`src/rtl/flappy_game_ctrl.sv`:
```
// Per-frame game sequencer: bird physics, pipe-gap collision, death blink
// and game-over handling. All state advances only on frame_tick.
module flappy_game_ctrl #(
  parameter int Y_START       = 240,
  parameter int Y_MIN         = 6,
  parameter int Y_MAX         = 474,
  parameter int GAP_TOP       = 150,
  parameter int GAP_BOT       = 330,
  parameter int GRAVITY       = 1,
  parameter int FLAP_VEL      = 6,
  parameter int MAX_FALL      = 8,
  parameter int BLINK_FRAMES  = 8,
  parameter int BLINK_TOGGLES = 6
) (
  input  logic        clock,
  input  logic        reset,
  input  logic        frame_tick,
  input  logic        flap,
  output logic [31:0] bird_y,
  output logic        inverted,
  output logic        game_over,
  output logic [15:0] score
);

  typedef enum logic [1:0] {IDLE, PLAY, DYING, OVER} state_t;

  localparam logic signed [7:0]  FlapVelNeg  = 8'(-FLAP_VEL);
  localparam logic signed [8:0]  MaxFallWide = 9'(MAX_FALL);
  localparam logic signed [10:0] YMinS       = 11'(Y_MIN);
  localparam logic signed [10:0] YMaxS       = 11'(Y_MAX);

  state_t             state_q, state_d;
  logic [9:0]         birdY_q, birdY_d;
  logic signed [7:0]  vel_q, vel_d;
  logic [15:0]        score_q, score_d;
  logic               inverted_q, inverted_d;
  logic [7:0]         blinkFrame_q, blinkFrame_d;
  logic [7:0]         blinkCount_q, blinkCount_d;
  logic               flapPrev_q;
  logic               flapPend_q, flapPend_d;

  logic               flapEdge, flapEff;
  logic signed [8:0]  velInc;
  logic signed [7:0]  velNext;
  logic signed [10:0] ySum;
  logic [9:0]         yClamped;
  logic [10:0]        yExt;
  logic               hit;
  logic [15:0]        scorePlus;

  // A flap edge arriving in the same cycle as the tick still counts for it.
  assign flapEdge = flap & ~flapPrev_q;
  assign flapEff  = flapPend_q | flapEdge;

  always_comb begin
    velInc   = {vel_q[7], vel_q} + 9'(GRAVITY);
    velNext  = flapEff ? FlapVelNeg
             : ((velInc > MaxFallWide) ? 8'(MAX_FALL) : velInc[7:0]);
    ySum     = $signed({1'b0, birdY_q}) + $signed({{3{velNext[7]}}, velNext});
    if (ySum < YMinS) begin
      yClamped = 10'(Y_MIN);
    end else if (ySum > YMaxS) begin
      yClamped = 10'(Y_MAX);
    end else begin
      yClamped = ySum[9:0];
    end
    yExt      = {1'b0, yClamped};
    hit       = ((yExt - 11'd6) <= 11'(GAP_TOP)) || ((yExt + 11'd5) >= 11'(GAP_BOT));
    scorePlus = (score_q == 16'hFFFF) ? score_q : score_q + 16'd1;
  end

  always_comb begin
    state_d      = state_q;
    birdY_d      = birdY_q;
    vel_d        = vel_q;
    score_d      = score_q;
    inverted_d   = inverted_q;
    blinkFrame_d = blinkFrame_q;
    blinkCount_d = blinkCount_q;
    flapPend_d   = frame_tick ? 1'b0 : (flapPend_q | flapEdge);

    if (frame_tick) begin
      case (state_q)
        IDLE, PLAY: begin
          // IDLE only leaves on a flap, and then takes the same step as PLAY.
          if (state_q == PLAY || flapEff) begin
            birdY_d = yClamped;
            if (hit) begin
              vel_d        = '0;
              state_d      = DYING;
              blinkFrame_d = '0;
              blinkCount_d = '0;
            end else begin
              vel_d   = velNext;
              score_d = scorePlus;
              state_d = PLAY;
            end
          end
        end
        DYING: begin
          if (blinkFrame_q == 8'(BLINK_FRAMES - 1)) begin
            blinkFrame_d = '0;
            inverted_d   = ~inverted_q;
            if (blinkCount_q == 8'(BLINK_TOGGLES - 1)) begin
              blinkCount_d = '0;
              state_d      = OVER;
            end else begin
              blinkCount_d = blinkCount_q + 8'd1;
            end
          end else begin
            blinkFrame_d = blinkFrame_q + 8'd1;
          end
        end
        OVER: begin
          if (flapEff) begin
            state_d    = IDLE;
            birdY_d    = 10'(Y_START);
            vel_d      = '0;
            score_d    = '0;
            inverted_d = 1'b0;
          end
        end
        default: state_d = IDLE;
      endcase
    end
  end

  always_ff @(posedge clock) begin
    flapPrev_q <= flap;
    if (reset) begin
      state_q      <= IDLE;
      birdY_q      <= 10'(Y_START);
      vel_q        <= '0;
      score_q      <= '0;
      inverted_q   <= 1'b0;
      blinkFrame_q <= '0;
      blinkCount_q <= '0;
      flapPend_q   <= 1'b0;
    end else begin
      state_q      <= state_d;
      birdY_q      <= birdY_d;
      vel_q        <= vel_d;
      score_q      <= score_d;
      inverted_q   <= inverted_d;
      blinkFrame_q <= blinkFrame_d;
      blinkCount_q <= blinkCount_d;
      flapPend_q   <= flapPend_d;
    end
  end

  assign bird_y    = {22'd0, birdY_q};
  assign inverted  = inverted_q;
  assign game_over = (state_q == OVER);
  assign score     = score_q;

endmodule

```
`config.mk`:
```
export PLATFORM = sky130hd
export DESIGN_NAME = flappy_game_ctrl
export DESIGN_NICKNAME = d
export VERILOG_FILES = /design/src/rtl/flappy_game_ctrl.sv
export SDC_FILE = /design/constraint.sdc
export NUM_CORES = 1
export LEC_CHECK = 0
export BUFFER_PORTS_ARGS = -buffer_cell sky130_fd_sc_hd__clkbuf_2
export CAP_MARGIN = 40
export CORE_MARGIN = 1.5
export CORE_UTILIZATION = 51
export CTS_BUF_LIST = sky130_fd_sc_hd__clkbuf_16
export DETAILED_ROUTE_END_ITERATION = 7
export PLACE_DENSITY = 0.72
export RECOVER_POWER = 100
export SETUP_SLACK_MARGIN = 0.3
export SKIP_LAST_GASP = 1
export SLEW_MARGIN = 20
export SYNTH_ARGS = -nofsm -noshare
export SYNTH_HDL_FRONTEND = slang
export SYNTH_SLANG_ARGS = --single-unit
```
`constraint.sdc`:
```
create_clock -name clock -period 7.1 [get_ports clock]
set_input_delay 0.355 -clock clock [delete_from_list [all_inputs] [get_ports clock]]
set_output_delay 0.355 -clock clock [all_outputs]
set_load 0.02 [all_outputs]
```
==> summary.txt, run 1 <==
Status
  – Outcome: completed

Timing
  – Final setup vio count: 0
  – Setup repair after global routing missed its margin: no
  – Tcrit/Tclk final: 92.5%
  – Final-report hold violation count: 0
  – Upper clock frequency limit: 152 MHz
  – TNS Setup: 0 ps
  – Pins over their slew limit: 0
  – Post-layout minimum cycle time: 6570 ps
  – Tightest slew margin relative to the limit: 58.5%
  – Max Clock Skew: about 6.5 ps
  – Worst slew pin tran: 620 ps

Critical path
  – Arr. time, crit path: 6810 ps
  – Worst path bufs/invs: 2
  – Endpoint class of the critical path: register
  – Max FO, Critical Path: 20
  – Slowest stage cell on the critical path: sky130_fd_sc_hd__or4_1
  – End of the worst register-to-register path: score[7]$_SDFFE_PP0P_
  – Biggest cell delay along the critical path: 460 ps
  – Startpoint class of the critical path: register
  – Family with the most delay on the worst path: simple AND/OR/NAND/NOR gates
  – WS Path Type: register to register
  – Start of the worst register-to-register path: vel_q[0]$_SDFFE_PP0P_
  – R2R Setup Slk: ~530 ps
  – Cells on worst reg2reg path: 31
  – Required time of the critical path: between 7000 and 8000 ps

Global route
  – Total Routing Usage GR: a little under a quarter
  – Largest net degree at the start of global routing: 42
  – Number of global-route vias before repair: 3626
  – Aggregate global routing overflow: 0
  – Initial antenna violation count: 0
  – Global-route wire length before repair: 16800 um

Clock tree
  – Clock tree from TritonCTS: yes
  – Worst-Skew Late Latency: 300 ps
  – Clock sink count: 55
  – CTS root buf: sky130_fd_sc_hd__clkbuf_16
  – # H-tree levels: 2
  – Number of buffers added by the clock tree synthesis step: 5
  – Clock transition time at the flip-flop clock pins of the worst setup and hold paths: roughly 70 ps
  – Max Buffers Root-to-Sink: 2
  – Cts-stage hold buffer count: 0

Placement
  – GPL Wtd Cong: between 0.9 and 1
  – # port buffers: 31
  – Placed wire-length estimate after detailed placement: roughly 7700 um
  – Dpl cell area: 0.00445 sq mm

Floorplanning
  – Num ports: 54
  – Starting density of the core: 52.5%
  – Standard-cell row count: 33
  – Overall die height: 94.7 um
  – Full die area: 0.00897 sq mm
  – Die Wd: between 90 and 100 um
  – Area of the core: 0.00818 sq mm

Yosys
  – Most frequent cells after synthesis: sky130_fd_sc_hd__nor2_1, sky130_fd_sc_hd__dfxtp_1, sky130_fd_sc_hd__a21oi_1
  – Netlist Area Pre-Place: 0.00429 sq mm
  – Sequential area share after synthesis: 25.7%
  – FF+latch count, synth: 55
  – Most frequently used flop master after synthesis: sky130_fd_sc_hd__dfxtp_1
  – Number of distinct library cells after synthesis: 73
  – Top-area cell type share of the netlist area: 25.7%
  – Cell taking the most area after synthesis: sky130_fd_sc_hd__dfxtp_1
  – Warnings from Yosys: 0
  – Mean Syn Cell Area: 7.76 sq um
  – Instance count of the mapped netlist: between 500 and 600
  – FFs w/ async S/R, synth: 0%
  – Synth top area cells: sky130_fd_sc_hd__dfxtp_1, sky130_fd_sc_hd__ha_1, sky130_fd_sc_hd__nor2_1
  – EDFF count, synth: 0
  – Dominant cell by count in the synthesized netlist: sky130_fd_sc_hd__nor2_1

Layout
  – Antenna Cells: 0
  – Area added between synthesis and finish: 11.0%
  – Final design instance area without fill: 0.00476 sq mm
  – Number of nets in the final layout: around 620
  – Proportion of layout cells with a drive suffix above 1: 13.1%
  – Total of fill cells in the finished design: 781

Pwr
  – Power per cell area: 329 mW/mm^2
  – Share of total power in combinational logic: just over 60%
  – Cell internal power dissipation: 0.000821 W
  – Power share of the sequential group: 23.9%
  – Clock network power share: 15.7%
  – Worst vdd ir: about 160 uV
  – Leak: 1.81 nW
  – Net switching component of the power: roughly 0.00075 W
  – Switching power as a share of total power: 47.6%

Min path
  – Worst hold path depth: 1
  – Worst hold-check path type: primary input to register
  – Hold wc startpoint: flap
  – Min-Delay Endpoint: flapPrev_q$_DFF_P_

Routing
  – Final antenna-violating net count: 0
  – Vias/cell: 5.96
  – Routed wire length per instance: 15.2 um
  – Detailed-route wire length: 10600 um
  – Via total after detailed routing: 4170
  – Detailed router's first-iteration violation count: 260
  – Pre-Repair DR Iteration Count: 6
  – Total DRC errors in the routed layout: 0

Job
  – Number of max-capacitance violations reported: 0
[cell families after synthesis]
group	after synthesis	synth area share [%]
fa+ha+maj	25	7.47
mux	2	0.467
xor+xnor	14	3.30
simple gates	233	27.5
buf+inv	57	8.22
other cells	1	0.0874
flops	55	25.7
compound gates	166	27.3
[power groups by stage]
| stage | sequential (W) | clock, W | combinational [W] |
|---|---|---|---|
| after floorplan | 0.000377 | 0 | 0.000672 |
| after global placement | 0.000377 | 0 | 0.000847 |
| after detailed placement | 0.000378 | 0 | 0.000854 |
| after global routing | 0.000378 | 0.000262 | 0.00103 |
| after CTS | 0.000372 | 0.000249 | 0.000874 |
| final | 0.000374 | 0.000246 | 0.000946 |
[layout make-up]
cell class	instances	area, sq um	share of cell area, %
Clock inverter	3	18.8	0.394
Inverter	17	63.8	1.34
Tap cell	105	131	2.76
Clock buffer	5	125	2.63
Multi-Input combinational cell	462	3020	63.4
Sequential cell	55	1110	23.2
Timing Repair Buffer	53	299	6.28
[repair_timing]
item / CTS / global route
resized for setup: 2 / 27
pin swaps: 2 / 12
endpoints found under the setup margin: 30 / 41
setup buffers: 2 / 9
[state kept, by name, indices dropped and copies added, names as in the netlist]
register / cells
birdY_q: 10
blinkCount_q: 8
flapPrev_q: 1
blinkFrame_q: 8
inverted: 1
vel_q: 8
flapPend_q: 1
state_q: 2
score: 16
[routing by layer]
metal  vias up  global-route usage [%]  part of all wire [%]
li1       2086                       -                     -
met1      1933                    29.7                    45
met2       135                    40.4                    48
met3        16                    4.59                   5.3
met4         0                    4.98                   1.4
met5         -                       0                     0
[metrics by stage]
step / worst slack, ps / utilization, % / total power [W] / std cells / hold slack (ps)
floorplan: 739 / - / 0.00105 / 574 / 383
global placement: 232 / 54.5 / 0.00122 / 680 / 472
detailed placement: 37.0 / 54.5 / 0.00123 / 680 / 476
CTS: 302 / 56.6 / 0.00149 / 690 / 189
global route: 165 / 58.3 / 0.00167 / 700 / 205
finish: 535 / 58.3 / 0.00157 / 700 / 205
[how the worst max path moves through the flow]
stage	start	to	slack (ps)	depth (start not counted)
final	vel_q[0]$_SDFFE_PP0P_	score[7]$_SDFFE_PP0P_	530	31
after detailed placement	vel_q[0]$_SDFFE_PP0P_	score[5]$_SDFFE_PP0P_	40	31
after CTS	vel_q[0]$_SDFFE_PP0P_	score[5]$_SDFFE_PP0P_	300	30
after floorplan	vel_q[0]$_SDFFE_PP0P_	score[5]$_SDFFE_PP0P_	740	31
after global routing	vel_q[2]$_SDFFE_PP0P_	score[8]$_SDFFE_PP0P_	160	29
after global placement	vel_q[0]$_SDFFE_PP0P_	score[8]$_SDFFE_PP0P_	230	31
[cells in the final DEF, fill, tap and decap left out, types with 6 or more instances in the layout]
| cell | count |
|---|---|
| sky130_fd_sc_hd__o21ai_0 | 27 |
| sky130_fd_sc_hd__a22oi_1 | 15 |
| sky130_fd_sc_hd__or3_1 | 13 |
| sky130_fd_sc_hd__inv_1 | 17 |
| sky130_fd_sc_hd__a21o_1 | 8 |
| sky130_fd_sc_hd__o22ai_1 | 6 |
| sky130_fd_sc_hd__nor2_1 | 67 |
| sky130_fd_sc_hd__a21oi_1 | 50 |
| sky130_fd_sc_hd__conb_1 | 22 |
| sky130_fd_sc_hd__xnor2_1 | 7 |
| sky130_fd_sc_hd__nand2b_1 | 9 |
| sky130_fd_sc_hd__nor3_1 | 10 |
| sky130_fd_sc_hd__o211ai_1 | 11 |
| sky130_fd_sc_hd__clkbuf_1 | 33 |
| sky130_fd_sc_hd__dfxtp_1 | 53 |
| sky130_fd_sc_hd__ha_1 | 20 |
| sky130_fd_sc_hd__nand2_1 | 47 |
| sky130_fd_sc_hd__nand3_1 | 24 |
| sky130_fd_sc_hd__buf_4 | 14 |
| sky130_fd_sc_hd__and3_1 | 10 |
(Power assumes the default switching activity.)
==> run 2, diff against run 1 <==
Settings changed: CORE_UTILIZATION 51 to 59, PLACE_DENSITY 0.72 to 0.92.
==> summary.txt, run 2 (synthesized netlist as in run 1, its figures left out) <==
Min path
  – Worst hold path depth: 1 (unchanged)
  – Min-Delay Endpoint: flapPrev_q$_DFF_P_ (unchanged)
  – Worst hold-check path type: primary input to register (unchanged)
  – Hold wc startpoint: flap (unchanged)

Routing
  – Pre-Repair DR Iteration Count: 5 (was 6)
  – Via total after detailed routing: 4458 (was 4170)
  – Routed wire length per instance: 17.7 um (was 15.2 um)
  – Detailed router's first-iteration violation count: 435 (was 260)
  – Total DRC errors in the routed layout: 0 (unchanged)
  – Detailed-route wire length: 12200 um (was 10600 um)
  – Final antenna-violating net count: 0 (unchanged)
  – Vias/cell: 6.48 (was 5.96)

Placement
  – Dpl cell area: 0.00444 sq mm (was 0.00445 sq mm)
  – # port buffers: 31 (unchanged)
  – Placed wire-length estimate after detailed placement: 8150 um (was 7710 um)
  – Worst-case setup slack after placement: -33.4 ps (was 37.0 ps)
  – GPL Wtd Cong: 0.950 (was 0.963)

Layout
  – Final design instance area without fill: 0.00479 sq mm (was 0.00476 sq mm)
  – Number of flip-flops in the largest register: 16 (unchanged)
  – Number of nets in the final layout: 620 (was 623)
  – Most frequent standard cell in the layout excluding fill and tap cells: sky130_fd_sc_hd__nor2_1 (unchanged)
  – Most used cells in the layout excluding fill and tap cells: sky130_fd_sc_hd__nor2_1, sky130_fd_sc_hd__dfxtp_1, sky130_fd_sc_hd__a21oi_1, sky130_fd_sc_hd__nand2_1, sky130_fd_sc_hd__clkbuf_1 (unchanged)
  – Area added between synthesis and finish: 11.8% (was 11.0%)
  – Proportion of layout cells with a drive suffix above 1: 13.9% (was 13.1%)
  – Antenna Cells: 0 (unchanged)

Clock tree
  – Cts-stage hold buffer count: 0 (unchanged)
  – Number of buffers added by the clock tree synthesis step: 5 (unchanged)
  – Clock transition time at the flip-flop clock pins of the worst setup and hold paths: 70 ps (about the same)
  – Max Buffers Root-to-Sink: 2 (unchanged)
  – # H-tree levels: 2 (unchanged)
  – Worst-Skew Late Latency: 300 ps (about the same)
  – Clock sink count: 55 (unchanged)
  – Clock tree from TritonCTS: yes (unchanged)
  – CTS root buf: sky130_fd_sc_hd__clkbuf_16 (unchanged)

Critical path
  – Startpoint class of the critical path: register (unchanged)
  – Max FO, Critical Path: 8 (was 20)
  – Required time of the critical path: 7330 ps (was 7340 ps)
  – Biggest cell delay along the critical path: 570 ps (was 460 ps)
  – Slowest stage cell on the critical path: sky130_fd_sc_hd__ha_1 (was sky130_fd_sc_hd__or4_1)
  – Family with the most delay on the worst path: compound AO/OA/AOI/OAI gates (was simple AND/OR/NAND/NOR gates)
  – Cells on worst reg2reg path: 26 (was 31)
  – End of the worst register-to-register path: vel_q[1]$_SDFFE_PP0P_ (was score[7]$_SDFFE_PP0P_)
  – Arr. time, crit path: 7080 ps (was 6810 ps)
  – Worst path bufs/invs: 1 (was 2)
  – Start of the worst register-to-register path: vel_q[1]$_SDFFE_PP0P_ (was vel_q[0]$_SDFFE_PP0P_)
  – R2R Setup Slk: 240 ps (was 530 ps)
  – WS Path Type: register to register (unchanged)
  – Endpoint class of the critical path: register (unchanged)

Floorplanning
  – Num ports: 54 (unchanged)
  – Area of the core: 0.00691 sq mm (was 0.00818 sq mm)
  – Starting density of the core: 62.1% (was 52.5%)
  – Die Wd: 88.3 um (was 94.7 um)
  – Standard-cell row count: 30 (was 33)
  – Overall die height: 88.3 um (was 94.7 um)
  – Full die area: 0.00779 sq mm (was 0.00897 sq mm)

Pwr
  – Worst vdd ir: 170 uV (was 160 uV)
  – Power per cell area: 349 mW/mm^2 (was 329 mW/mm^2)
  – Leak: 1.83 nW (was 1.81 nW)

Job
  – Number of max-capacitance violations reported: 0 (unchanged)

Global route
  – Initial antenna violation count: 0 (unchanged)
  – Number of global-route vias before repair: 3912 (was 3626)
  – Aggregate global routing overflow: 0 (unchanged)
  – Total Routing Usage GR: 28.7% (was 23.3%)
  – Global-route wire length before repair: 17900 um (was 16800 um)
  – Largest net degree at the start of global routing: 42 (unchanged)

Timing
  – Tightest slew margin relative to the limit: 37.6% (was 58.5%)
  – Post-layout minimum cycle time: 6860 ps (was 6570 ps)
  – Pins over their slew limit: 0 (unchanged)
  – Upper clock frequency limit: 146 MHz (was 152 MHz)
  – Max Clock Skew: 8.80 ps (was 6.48 ps)
  – Final setup vio count: 0 (unchanged)
  – Setup repair after global routing missed its margin: no (unchanged)
  – Tcrit/Tclk final: 96.6% (was 92.5%)
  – Final-report hold violation count: 0 (unchanged)
  – Worst slew pin tran: 933 ps (was 620 ps)
  – Final worst-path setup slack: 244 ps (was 535 ps)

Status
  – Outcome: completed (unchanged)
run 2: cell count changes in the layout (fill, tap and decap cells not counted), moves of 2 or more:
cell and delta:
sky130_fd_sc_hd__clkbuf_1 -3, sky130_fd_sc_hd__clkinv_2 -2, sky130_fd_sc_hd__ha_4 +2, sky130_fd_sc_hd__nor2_1 -2
sky130_fd_sc_hd__nor2_2 +2, sky130_fd_sc_hd__xor2_1 +2
run 2: worst max path at each step:
stage / slack (ps) / from / depth (start not counted) / endpoint
finish: 240 / vel_q[1]$_SDFFE_PP0P_ / 26 / vel_q[1]$_SDFFE_PP0P_
global route: 40 / vel_q[1]$_SDFFE_PP0P_ / 26 / vel_q[1]$_SDFFE_PP0P_
CTS: 310 / vel_q[1]$_SDFFE_PP0P_ / 31 / score[5]$_SDFFE_PP0P_
detailed placement: -30 / vel_q[0]$_SDFFE_PP0P_ / 31 / score[5]$_SDFFE_PP0P_
global placement: 180 / vel_q[0]$_SDFFE_PP0P_ / 31 / score[8]$_SDFFE_PP0P_
floorplan: 740 / vel_q[0]$_SDFFE_PP0P_ / 31 / score[5]$_SDFFE_PP0P_
run 2: final cells by class:
class / instances / area [sq um]
Clock inverter: 3 / 42.5
Sequential cell: 55 / 1110
Tap cell: 96 / 120
Clock buffer: 5 / 125
Timing Repair Buffer: 50 / 288
Inverter: 17 / 63.8
Multi-Input combinational cell: 462 / 3050
Fill cell: 582 / 2110
run 2: repair_timing:
item                                    in CTS  in global routing
resized for setup                           12                 28
hold endpoints to repair                     0                  0
pin swaps                                    2                 11
endpoints found under the setup margin      29                 36
buffers inserted                             2                  6
run 2: worst reg2reg max path, cell delays in order, from the launching register on:
cell and delay [ps]:
sky130_fd_sc_hd__dfxtp_2 380, sky130_fd_sc_hd__ha_2 240, sky130_fd_sc_hd__and3_2 250, sky130_fd_sc_hd__and3_4 210, sky130_fd_sc_hd__nor2_1 40, sky130_fd_sc_hd__o211ai_1 160
sky130_fd_sc_hd__o31ai_1 90, sky130_fd_sc_hd__a32oi_1 300, sky130_fd_sc_hd__o21ai_0 250, sky130_fd_sc_hd__ha_1 570, sky130_fd_sc_hd__o211ai_1 170, sky130_fd_sc_hd__a21o_1 220
sky130_fd_sc_hd__o211ai_1 370, sky130_fd_sc_hd__nand4_2 300, sky130_fd_sc_hd__a21o_1 270, sky130_fd_sc_hd__a221oi_4 360, sky130_fd_sc_hd__ha_1 220, sky130_fd_sc_hd__o2111ai_1 170
sky130_fd_sc_hd__nor3_2 350, sky130_fd_sc_hd__o21ai_0 160, sky130_fd_sc_hd__xnor2_1 170, sky130_fd_sc_hd__a311oi_2 320, sky130_fd_sc_hd__o2bb2ai_2 120, sky130_fd_sc_hd__buf_4 170
sky130_fd_sc_hd__nor2_1 540, sky130_fd_sc_hd__a22oi_1 220, sky130_fd_sc_hd__nor2_1 160
run 2: per-layer routing:
metal / vias to the layer above / track usage [%] / share of wire [%]
met5: - / 0 / 0
met4: 0 / 11.5 / 4.0
met3: 59 / 4.85 / 7.4
met2: 246 / 49.2 / 48
met1: 2081 / 36.0 / 40
li1: 2072 / - / -
run 2: report_power, final:
part / internal [W] / total (W) / switching, W
Sequential: 0.000334 / 0.000378 / 0.0000442
Clock: 0.000167 / 0.000283 / 0.000116
Combinational: 0.000376 / 0.00101 / 0.000636
Total: 0.000877 / 0.00167 / 0.000796
run 2: stage by stage:
step	total power (W)	TNS (ps)	cells	util, %	hold slack [ps]
global route	0.00175	0	688	69.4	226
CTS	0.00156	0	681	67.7	195
floorplan	0.00105	0	574	-	383
detailed placement	0.00125	-91.2	671	64.3	486
finish	0.00167	0	688	69.4	219
global placement	0.00123	0	671	64.3	472
